### src/rtl/vend_pkg.sv
// rtl/vend_pkg.sv - shared coin constants, scheduler state type and coin validity check
package vend_pkg;

    localparam int COIN_W = 5;
    localparam logic [COIN_W-1:0] COIN_5  = 5'd5;
    localparam logic [COIN_W-1:0] COIN_10 = 5'd10;

    typedef enum logic [1:0] {
        DIS  = 2'd0,
        ACC  = 2'd1,
        LOCK = 2'd2
    } sched_state_t;

    function automatic logic coin_valid(input logic [COIN_W-1:0] c);
        return (c == COIN_5) || (c == COIN_10);
    endfunction

endpackage

### src/rtl/vend_rr_arb.sv
// rtl/vend_rr_arb.sv - combinational N-way round-robin arbiter, search starts at ptr
module vend_rr_arb #(
    parameter int N     = 4,
    parameter int IDX_W = $clog2(N)
) (
    input  logic [N-1:0]     req,
    input  logic [IDX_W-1:0] ptr,
    output logic [N-1:0]     gnt,
    output logic [IDX_W-1:0] idx,
    output logic             valid
);

    always_comb begin
        logic [IDX_W-1:0] cand;
        cand  = '0;
        gnt   = '0;
        idx   = '0;
        valid = 1'b0;
        for (int i = 0; i < N; i++) begin
            cand = IDX_W'((int'(ptr) + i) % N);
            if (!valid && req[cand]) begin
                valid     = 1'b1;
                gnt[cand] = 1'b1;
                idx       = cand;
            end
        end
    end

endmodule

### src/rtl/vend_coin_sched.sv
// rtl/vend_coin_sched.sv - round-robin coin front-end with invalid-coin rejection and post-dispense lockout
module vend_coin_sched
    import vend_pkg::*;
#(
    parameter int N_SLOTS     = 4,
    parameter int HOLD_CYCLES = 3,
    parameter int CNT_W       = 16
) (
    input  logic                        clk,
    input  logic                        rst,
    input  logic                        en,
    input  logic [N_SLOTS-1:0]          slot_req,
    input  logic [N_SLOTS*COIN_W-1:0]   slot_coin,
    output logic [N_SLOTS-1:0]          slot_ack,
    output logic                        slot_rej,
    output logic [COIN_W-1:0]           coin_out,
    input  logic                        dispense_in,
    output logic [CNT_W-1:0]            vend_count,
    output logic [7:0]                  reject_count,
    output logic                        busy
);

    localparam int PTR_W = $clog2(N_SLOTS);
    localparam int LCK_W = (HOLD_CYCLES > 1) ? $clog2(HOLD_CYCLES) : 1;

    sched_state_t       state_q, state_d;
    logic [PTR_W-1:0]   ptr_q, ptr_d;
    logic [LCK_W-1:0]   lock_q, lock_d;
    logic [COIN_W-1:0]  coin_q, coin_d;
    logic [N_SLOTS-1:0] ack_q, ack_d;
    logic               rej_q, rej_d;
    logic [CNT_W-1:0]   vend_q, vend_d;
    logic [7:0]         rejc_q, rejc_d;

    logic [N_SLOTS-1:0] eligible;
    logic [N_SLOTS-1:0] gnt;
    logic [PTR_W-1:0]   gnt_idx;
    logic               gnt_valid;
    logic [COIN_W-1:0]  gnt_coin;

    // A slot in its ack cycle still holds req; masking it avoids a double grant.
    assign eligible = slot_req & ~ack_q;
    assign gnt_coin = slot_coin[int'(gnt_idx)*COIN_W +: COIN_W];

    vend_rr_arb #(.N(N_SLOTS), .IDX_W(PTR_W)) u_arb (
        .req   (eligible),
        .ptr   (ptr_q),
        .gnt   (gnt),
        .idx   (gnt_idx),
        .valid (gnt_valid)
    );

    always_comb begin
        state_d = state_q;
        ptr_d   = ptr_q;
        lock_d  = lock_q;
        coin_d  = '0;
        ack_d   = '0;
        rej_d   = 1'b0;
        vend_d  = vend_q;
        rejc_d  = rejc_q;
        case (state_q)
            DIS: begin
                if (en) state_d = ACC;
            end
            ACC: begin
                // A dispense must always start its lockout, even if en drops in the same cycle.
                if (dispense_in) begin
                    state_d = LOCK;
                    lock_d  = '0;
                    if (vend_q != '1) vend_d = vend_q + CNT_W'(1);
                end else if (!en) begin
                    state_d = DIS;
                end else if (gnt_valid) begin
                    ack_d = gnt;
                    if (coin_valid(gnt_coin)) begin
                        coin_d = gnt_coin;
                    end else begin
                        rej_d = 1'b1;
                        if (rejc_q != 8'hFF) rejc_d = rejc_q + 8'd1;
                    end
                    ptr_d = (gnt_idx == PTR_W'(N_SLOTS - 1)) ? '0 : gnt_idx + PTR_W'(1);
                end
            end
            LOCK: begin
                if (lock_q == LCK_W'(HOLD_CYCLES - 1)) state_d = en ? ACC : DIS;
                else                                   lock_d  = lock_q + LCK_W'(1);
            end
            default: state_d = DIS;
        endcase
    end

    always_ff @(posedge clk) begin
        if (rst) begin
            state_q <= DIS;
            ptr_q   <= '0;
            lock_q  <= '0;
            coin_q  <= '0;
            ack_q   <= '0;
            rej_q   <= 1'b0;
            vend_q  <= '0;
            rejc_q  <= '0;
        end else begin
            state_q <= state_d;
            ptr_q   <= ptr_d;
            lock_q  <= lock_d;
            coin_q  <= coin_d;
            ack_q   <= ack_d;
            rej_q   <= rej_d;
            vend_q  <= vend_d;
            rejc_q  <= rejc_d;
        end
    end

    assign slot_ack     = ack_q;
    assign slot_rej     = rej_q;
    assign coin_out     = coin_q;
    assign vend_count   = vend_q;
    assign reject_count = rejc_q;
    assign busy         = (state_q == LOCK);

endmodule

### config.mk
export PLATFORM = sky130hd
export DESIGN_NAME = vend_coin_sched
export DESIGN_NICKNAME = d
export VERILOG_FILES = /design/src/rtl/vend_pkg.sv /design/src/rtl/vend_rr_arb.sv /design/src/rtl/vend_coin_sched.sv
export SDC_FILE = /design/constraint.sdc
export NUM_CORES = 1
export LEC_CHECK = 0
export BUFFER_PORTS_ARGS = -buffer_cell sky130_fd_sc_hd__clkbuf_2
export CORE_ASPECT_RATIO = 1.2
export CORE_MARGIN = 5
export CORE_UTILIZATION = 51
export CTS_CLUSTER_SIZE = 12
export DETAILED_ROUTE_END_ITERATION = 12
export GPL_ROUTABILITY_DRIVEN = 0
export GPL_TIMING_DRIVEN = 0
export PLACE_DENSITY = 0.85
export SLEW_MARGIN = 0
export SYNTH_ARGS = -nofsm -noshare
export SYNTH_HDL_FRONTEND = slang
export SYNTH_SLANG_ARGS = --single-unit
### constraint.sdc
create_clock -name clk -period 5.5 [get_ports clk]
set_clock_uncertainty 0.1 [all_clocks]
set_input_delay 0.55 -clock clk [delete_from_list [all_inputs] [get_ports clk]]
set_output_delay 0.55 -clock clk [all_outputs]
set_load 0.05 [all_outputs]
==> impl_metrics.py, run 1 <==
metrics = {
    "clock_network": {
        "cts_resized": 0,
        "clkSlewWorstSetupHoldPaths_ps": 80,
        "cts_setup_buffers": 0,
        "htreeDepth": 2,
        "cts_buffer_depth": 2,
        "cts_sinks": 40,
        "cts_made_buffers": 5,
        "clk_latency_ps": 290,
        "cts-root-buf": "clkbuf_8",
        "ctsHoldBuffers": 0,
        "cts_tree": "done",
    },
    "sta": {
        "fmax_mhz": 248,
        "setup_viol_count_final": 0,
        "hold_viol": 0,
        "max_slew.worst_pin.slew_ps": 996,
        "grt_setup_unrepaired": "no",
        "fin_tns_setup_ps": 0,
        "finalMaxSlewViolations": 0,
        "relSlewSlack": 0.330,
        "period_share": 0.732,
        "min_period_ps": 4030,
    },
    "layout": {
        "final.fill_count": 383,
        "fin_nets": 380,
        "num_antenna_cells": 0,
        "seq_area_um2": 801,
        "stdcell_area_mm2": 0.00282,
        "multiInputGateArea_mm2": 0.00144,
        "final_cells": 402,
        "drive_above_1_share": 0.251,
        "area_growth_pct": 21.9,
    },
    "placement": {
        "io_buffers": 62,
        "dp.cells": 394,
        "place_area_mm2": 0.00269,
        "dp_hpwl_mm": 4.23,
    },
    "floorplanning": {
        "fp-row-count": 26,
        "coreArea_mm2": 0.00433,
        "die-area_mm2": 0.00599,
        "die_y_um": 83.8,
        "start_util": 0.535,
        "ios": 63,
        "dieWidth_um": 71.5,
    },
    "status": {
        "status": "finished clean",
    },
    "synthesis": {
        "syn_avg_cell_area_um2": 8.38,
        "synth_ff_type": "dfxtp_1",
        "async_reset_ff_frac": 0,
        "synth.net_count": 311,
        "ys_ff_latch": 40,
        "synth_top_area_frac": 0.346,
        "ys_seq_area_frac": 0.346,
        "synth_cell_types": 57,
        "syn_inst": 276,
        "yosys.area.top_type": "dfxtp_1",
        "synth_edf_count": 0,
        "synthTopCellsByArea": "dfxtp_1 35%, nor2_1 6.2%, nand3_1 4.8%, ha_1 3.8%, xor2_1 3.8%",
        "synth.yosys.warnings": 0,
        "syn-cell-area_mm2": 0.00231,
    },
    "grt": {
        "grt_max_degree": 13,
        "antenna_found_initial": 0,
        "grt_overflow": 0,
        "track_usage": 0.183,
        "grt_pass1_wl_mm": 9.21,
        "grt_pass1_vias": 2136,
    },
    "min_path": {
        "hold_class": "flip-flop to flip-flop",
    },
    "detailed_routing": {
        "drtPass1Iterations": 5,
        "drtAntennaViolNets": 0,
        "finalWirelength_mm": 5.42,
        "drcViolationCount": 0,
        "viasPerCell": 5.63,
        "wire_per_inst_um": 13.5,
        "via_count": 2265,
        "dr.first_iter.drc_count": 246,
    },
    "setup_path": {
        "r2r_setup_slack_ps": 1470,
        "critPathLaunch": "ptr_q[1]",
        "slowest_delay_ps": 670,
        "critical_path_class": "flip-flop to flip-flop",
        "path_cells": "inv_1 > ha_1 > nand2_1 > a21oi_1 > o32ai_1 > o21ai_0 > a211oi_1 > nor2_1 > or4b_1 > a21oi_2 > buf_6 > nor4_1 > mux2_4",
        "cp_max_fo": 10,
        "crit_path_end_kind": "flip-flop",
        "r2r-end": "reject_count[5]",
        "cp.required_ps": 5580,
        "crit-reg2reg-launch": "ptr_q[1]",
        "critical_path.top_delay_family": "compound AO/OA/AOI/OAI gates",
        "endpoint": "reject_count[5]",
        "cp.arrival_ps": 4110,
        "startpoint_type": "flip-flop",
        "path_buf_inv": 2,
        "cp.depth": 13,
        "ff2ff_path_depth": 13,
        "critPathSlowestCell": "o32ai_1",
    },
    "power": {
        "power.leakage_nw": 1.14,
        "powerDensity_mw_per_mm2": 233,
        "ir_worst_vdd_uv": 220,
    },
    "run": {
        "cap_viol_max_count": 0,
    },
}
-- worst min-delay path: cells and delay by family (launching register included) --
family	cells	cell delay (ps)
AO/OA/AOI/OAI	2	120
flip-flops	1	330
-- synthesized netlist by cell type (4+ instances only) --
library cell  instances
nor3_1                6
dfxtp_1              40
mux2i_1               5
nand3_1              22
a21oi_1              13
a211oi_1              5
ha_1                  7
nor2_1               38
a222oi_1              4
nor2b_1               8
xor2_1               10
inv_1                 7
nand2b_1             10
clkbuf_1              4
o21ai_0              11
xnor2_1               5
or3_1                 5
o211ai_1              4
nand2_1              18
-- layer usage --
layer / GRT usage / vias to the layer above / part of all wire
met1: 0.210 / 1055 / 0.41
met2: 0.331 / 63 / 0.52
li1: - / 1143 / -
met3: 0.0458 / 4 / 0.058
met4: 0.0462 / 0 / 0.0057
met5: 0 / - / 0
-- registers in the layout (all words and copies together), names as in the netlist --
signal and cells:
vend_count 16, reject_count 8, state_q 2, slot_rej 1
slot_ack 4, ptr_q 2, lock_q 2, coin_out 5
-- report_power, final --
group	switching [W]	internal, W
Sequential	0.00000421	0.000293
Combinational	0.0000598	0.0000414
Clock	0.0000977	0.000160
Total	0.000162	0.000494
-- worst min-delay path by stage --
stage | from | endpoint | slack (ps) | cells past startpoint
CTS | reject_count[6] | reject_count[6] | 400 | 2
global route | vend_count[1] | vend_count[1] | 430 | 2
finish | reject_count[6] | reject_count[6] | 400 | 2
detailed placement | reject_count[6] | reject_count[6] | 390 | 2
global placement | reject_count[6] | reject_count[6] | 380 | 2
floorplan | lock_q[1] | lock_q[1] | 370 | 2
-- cell usage in the layout (no fill, tap or decap), types with 5 or more instances in the layout --
master,count
nor2_1,38
o21ai_0,11
ha_1,7
dfxtp_1,40
or3_1,5
nor3_1,6
nor2b_1,8
xor2_1,10
a211oi_1,5
nand2b_1,10
a21oi_1,13
clkbuf_8,7
mux2i_1,5
xnor2_1,5
inv_1,7
clkbuf_2,62
nand2_1,18
nand3_1,22
-- kinds of logic (layout without fill, tap and decap cells) --
kind of cell	after synthesis	after routing	share of synthesized area
adder cells (fa/ha/maj)	7	7	0.0379
flip-flops	40	40	0.346
buffers and inverters	15	85	0.0314
multiplexers	10	10	0.0606
AO/OA/AOI/OAI	56	56	0.165
other	1	1	0.00162
AND/OR/NAND/NOR	132	132	0.301
XOR/XNOR	15	15	0.0568
-- cell type report --
type                            instances  area share
Buffer                                  8      0.0164
Clock buffer                            7      0.0342
Clock inverter                          1      0.0106
Inverter                                7     0.00932
Multi-Input combinational cell        221       0.511
Sequential cell                        40       0.284
Tap cell                               56      0.0248
Timing Repair Buffer                   62       0.110
-- metrics by stage --
| stage | power [W] | hold WS (ps) | utilization | setup WS, ps |
|---|---|---|---|---|
| floorplan | 0.000377 | 370 | - | 1830 |
| global placement | 0.000402 | 380 | 0.623 | 1610 |
| detailed placement | 0.000404 | 387 | 0.623 | 1560 |
| CTS | 0.000660 | 404 | 0.652 | 1540 |
| global route | 0.000686 | 429 | 0.652 | 1240 |
| finish | 0.000656 | 402 | 0.652 | 1470 |
(Power assumes the default switching activity.)
==> inputs of run 2 (changes only) <==
--- a/config.mk
+++ b/config.mk
@@ -5,15 +5,16 @@
 export SDC_FILE = /design/constraint.sdc
 export NUM_CORES = 1
 export LEC_CHECK = 0
+export ABC_AREA = 1
 export BUFFER_PORTS_ARGS = -buffer_cell sky130_fd_sc_hd__clkbuf_2
 export CORE_ASPECT_RATIO = 1.2
 export CORE_MARGIN = 5
-export CORE_UTILIZATION = 51
+export CORE_UTILIZATION = 49
 export CTS_CLUSTER_SIZE = 12
 export DETAILED_ROUTE_END_ITERATION = 12
 export GPL_ROUTABILITY_DRIVEN = 0
 export GPL_TIMING_DRIVEN = 0
-export PLACE_DENSITY = 0.85
+export PLACE_DENSITY = 0.84
 export SLEW_MARGIN = 0
 export SYNTH_ARGS = -nofsm -noshare
 export SYNTH_HDL_FRONTEND = slang
==> constraint.sdc (replaced) <==
create_clock -name clk -period 3.35 [get_ports clk]
set_clock_uncertainty 0.1 [all_clocks]
set_input_delay 0.335 -clock clk [delete_from_list [all_inputs] [get_ports clk]]
set_output_delay 0.335 -clock clk [all_outputs]
set_load 0.05 [all_outputs]
==> run 2 against run 1 <==
Net effect: clock-buffer cell count is 1 lower; sequential share of layout area shrank 2.7 points; synthesized cell count grew 36%; combinational power rose to 3.0 times the previous value; power grew 81%; hold slack got worse by 180 ps; worst setup slack worse by 1100 ps; utilization decreased by 5.8 points; critical path depth increased by 7; cell area grew 11%; critical path type unchanged; critical endpoint is now reject_count[2].
==> impl_metrics.py, run 2 <==
metrics = {
    "sta": {
        "relSlewSlack": 0.581,
        "grt_setup_unrepaired": "no",
        "min_period_ps": 3000,
        "hold_viol": 0,
        "fmax_mhz": 334,
        "setup_viol_count_final": 0,
        "fin_tns_setup_ps": 0,
        "holdWs_ps": 219,
        "finalMaxSlewViolations": 0,
        "period_share": 0.895,
        "max_slew.worst_pin.slew_ps": 629,
    },
    "synthesis": {
        "ys_seq_area_frac": 0.305,
        "synth_top_area_frac": 0.305,
        "synth.yosys.warnings": 0,
        "synth.net_count": 410,
        "ys_ff_latch": 40,
        "synth_ff_type": "dfxtp_1",
        "synth_cell_types": 36,
        "ys_top_cells_by_count": "69 x nand2_1, 56 x inv_1, 44 x nand3_1",
        "syn-cell-area_mm2": 0.00262,
        "synth_edf_count": 0,
        "synthTopCellsByArea": "dfxtp_1 31%, nand2_1 9.9%, nand3_1 8.4%, inv_1 8.0%, nand2_2 4.8%",
        "syn_inst": 375,
        "async_reset_ff_frac": 0,
        "yosys.area.top_type": "dfxtp_1",
        "synth.most_common_cell": "nand2_1",
        "syn_avg_cell_area_um2": 7.00,
    },
    "layout": {
        "drive_above_1_share": 0.285,
        "fin_nets": 479,
        "largest_reg_flops": 16,
        "final_cell_mix": "69 x nand2_1, 62 x clkbuf_2, 56 x inv_1",
        "final_common_cell": "nand2_1",
        "utilization": 0.593,
        "num_antenna_cells": 0,
        "area_growth_pct": 19.0,
    },
    "setup_path": {
        "crit_path_end_kind": "flip-flop",
        "cp.required_ps": 3470,
        "cp_max_fo": 10,
        "cp.arrival_ps": 3120,
        "startpoint_type": "flip-flop",
        "critical_path_class": "flip-flop to flip-flop",
    },
    "detailed_routing": {
        "drtPass1Iterations": 4,
        "wire_per_inst_um": 12.0,
        "via_count": 2637,
        "dr.first_iter.drc_count": 105,
        "viasPerCell": 5.20,
        "drcViolationCount": 0,
        "finalWirelength_mm": 6.09,
        "drtAntennaViolNets": 0,
    },
    "power": {
        "power_frac_seq": 0.411,
        "p_switching_w": 0.000378,
        "p_clk_frac": 0.330,
        "comb_power_share": 0.259,
        "total_power_w": 0.00119,
        "switching_share": 0.319,
        "power.leakage_nw": 1.46,
        "power.internal_w": 0.000807,
        "ir_worst_vdd_uv": 307,
        "powerDensity_mw_per_mm2": 380,
    },
    "clock_network": {
        "cts_tree": "done",
        "cts_setup_buffers": 0,
        "cts_buffer_depth": 2,
        "cts_sinks": 40,
        "cts_resized": 0,
        "clkSlewWorstSetupHoldPaths_ps": 80,
        "cts_made_buffers": 5,
        "cts-root-buf": "clkbuf_8",
        "clk_latency_ps": 290,
        "ctsHoldBuffers": 0,
        "htreeDepth": 2,
    },
    "grt": {
        "grt_overflow": 0,
        "antenna_found_initial": 0,
        "grt_pass1_wl_mm": 10.9,
        "track_usage": 0.181,
        "grt_max_degree": 13,
        "grt_pass1_vias": 2560,
    },
    "status": {
        "status": "finished clean",
    },
    "placement": {
        "io_buffers": 62,
        "dp_hpwl_mm": 4.77,
    },
    "floorplanning": {
        "fp-row-count": 29,
        "coreArea_mm2": 0.00526,
        "ios": 63,
        "die_y_um": 90.2,
        "die-area_mm2": 0.00692,
        "start_util": 0.499,
        "dieWidth_um": 76.8,
    },
    "min_path": {
        "hold_class": "input pin to flip-flop",
    },
    "run": {
        "cap_viol_max_count": 0,
    },
}
-- run 2: cell count changes after synthesis, moves of 7 or more --
cell and change:
nand2_1 +51, inv_1 +49, nand3_1 +22, nand2_2 +20
nand4_1 +13, nand2b_1 -10, a21oi_1 +9, nor2_1 -9
nand3_2 +8, nor2b_1 -8, a21oi_2 +7
-- run 2: metal layers --
| layer | GRT usage | part of all wire |
|---|---|---|
| met1 | 0.204 | 0.43 |
| met3 | 0.0400 | 0.044 |
| met2 | 0.326 | 0.52 |
| met5 | 0 | 0 |
| met4 | 0.0671 | 0.0080 |
-- run 2: cells by family after synthesis --
logic type      after synthesis  share of synthesized area
simple gates                206                      0.417
buf+inv                      65                      0.102
compound gates               49                      0.117
flops                        40                      0.305
xor+xnor                      7                     0.0234
fa+ha+maj                     7                     0.0334
other cells                   1                    0.00143
-- run 2: metrics by stage --
step,area (um^2),setup slack (ps),cells
2_1_floorplan,2620,634,375
3_3_place_gp,3010,225,499
3_5_place_dp,3010,205,499
4_1_cts,3120,163,507
5_1_grt,3120,43.1,507
6_report,3120,352,507
-- run 2: cell type report --
class / instances / area, um^2
flip-flops and latches: 40 / 803
well taps: 62 / 77.6
multi-input cells: 270 / 1560
repair buffers: 62 / 310
inverters: 59 / 221
plain buffers: 6 / 46.3
fillers: 506 / 2140
clock inverters: 2 / 35.0
clock buffers: 6 / 72.6
-- run 2: power groups by stage --
| stage | clock, W | combinational [W] | sequential (W) |
|---|---|---|---|
| after floorplan | 0 | 0.000231 | 0.000507 |
| after global placement | 0 | 0.000300 | 0.000498 |
| after detailed placement | 0 | 0.000306 | 0.000498 |
| after CTS | 0.000398 | 0.000308 | 0.000487 |
| after global routing | 0.000421 | 0.000344 | 0.000488 |
| final | 0.000391 | 0.000307 | 0.000487 |
-- run 2: critical path: stages (launching register included) --
cell	delay, ps
dfxtp_2	450
inv_1	150
ha_1	360
inv_1	180
nand3_2	110
nand2_4	130
inv_2	60
nand2_4	70
nand2_1	70
nand2_2	110
nand3_4	120
buf_6	170
nand2_1	60
nand3_1	60
nand2_1	90
nand2_2	70
nand2_4	80
nand3_4	160
nand2_8	150
nand2_2	60
a21oi_2	110
-- run 2: worst paths after layout --
kind	startpoint	end	slack, ps	cells after the start
setup / recovery	ptr_q[1]	reject_count[2]	350	20
hold / removal	en	state_q[0]	220	3
setup reg to reg	ptr_q[1]	reject_count[2]	350	20
hold reg to reg	lock_q[1]	lock_q[1]	370	2
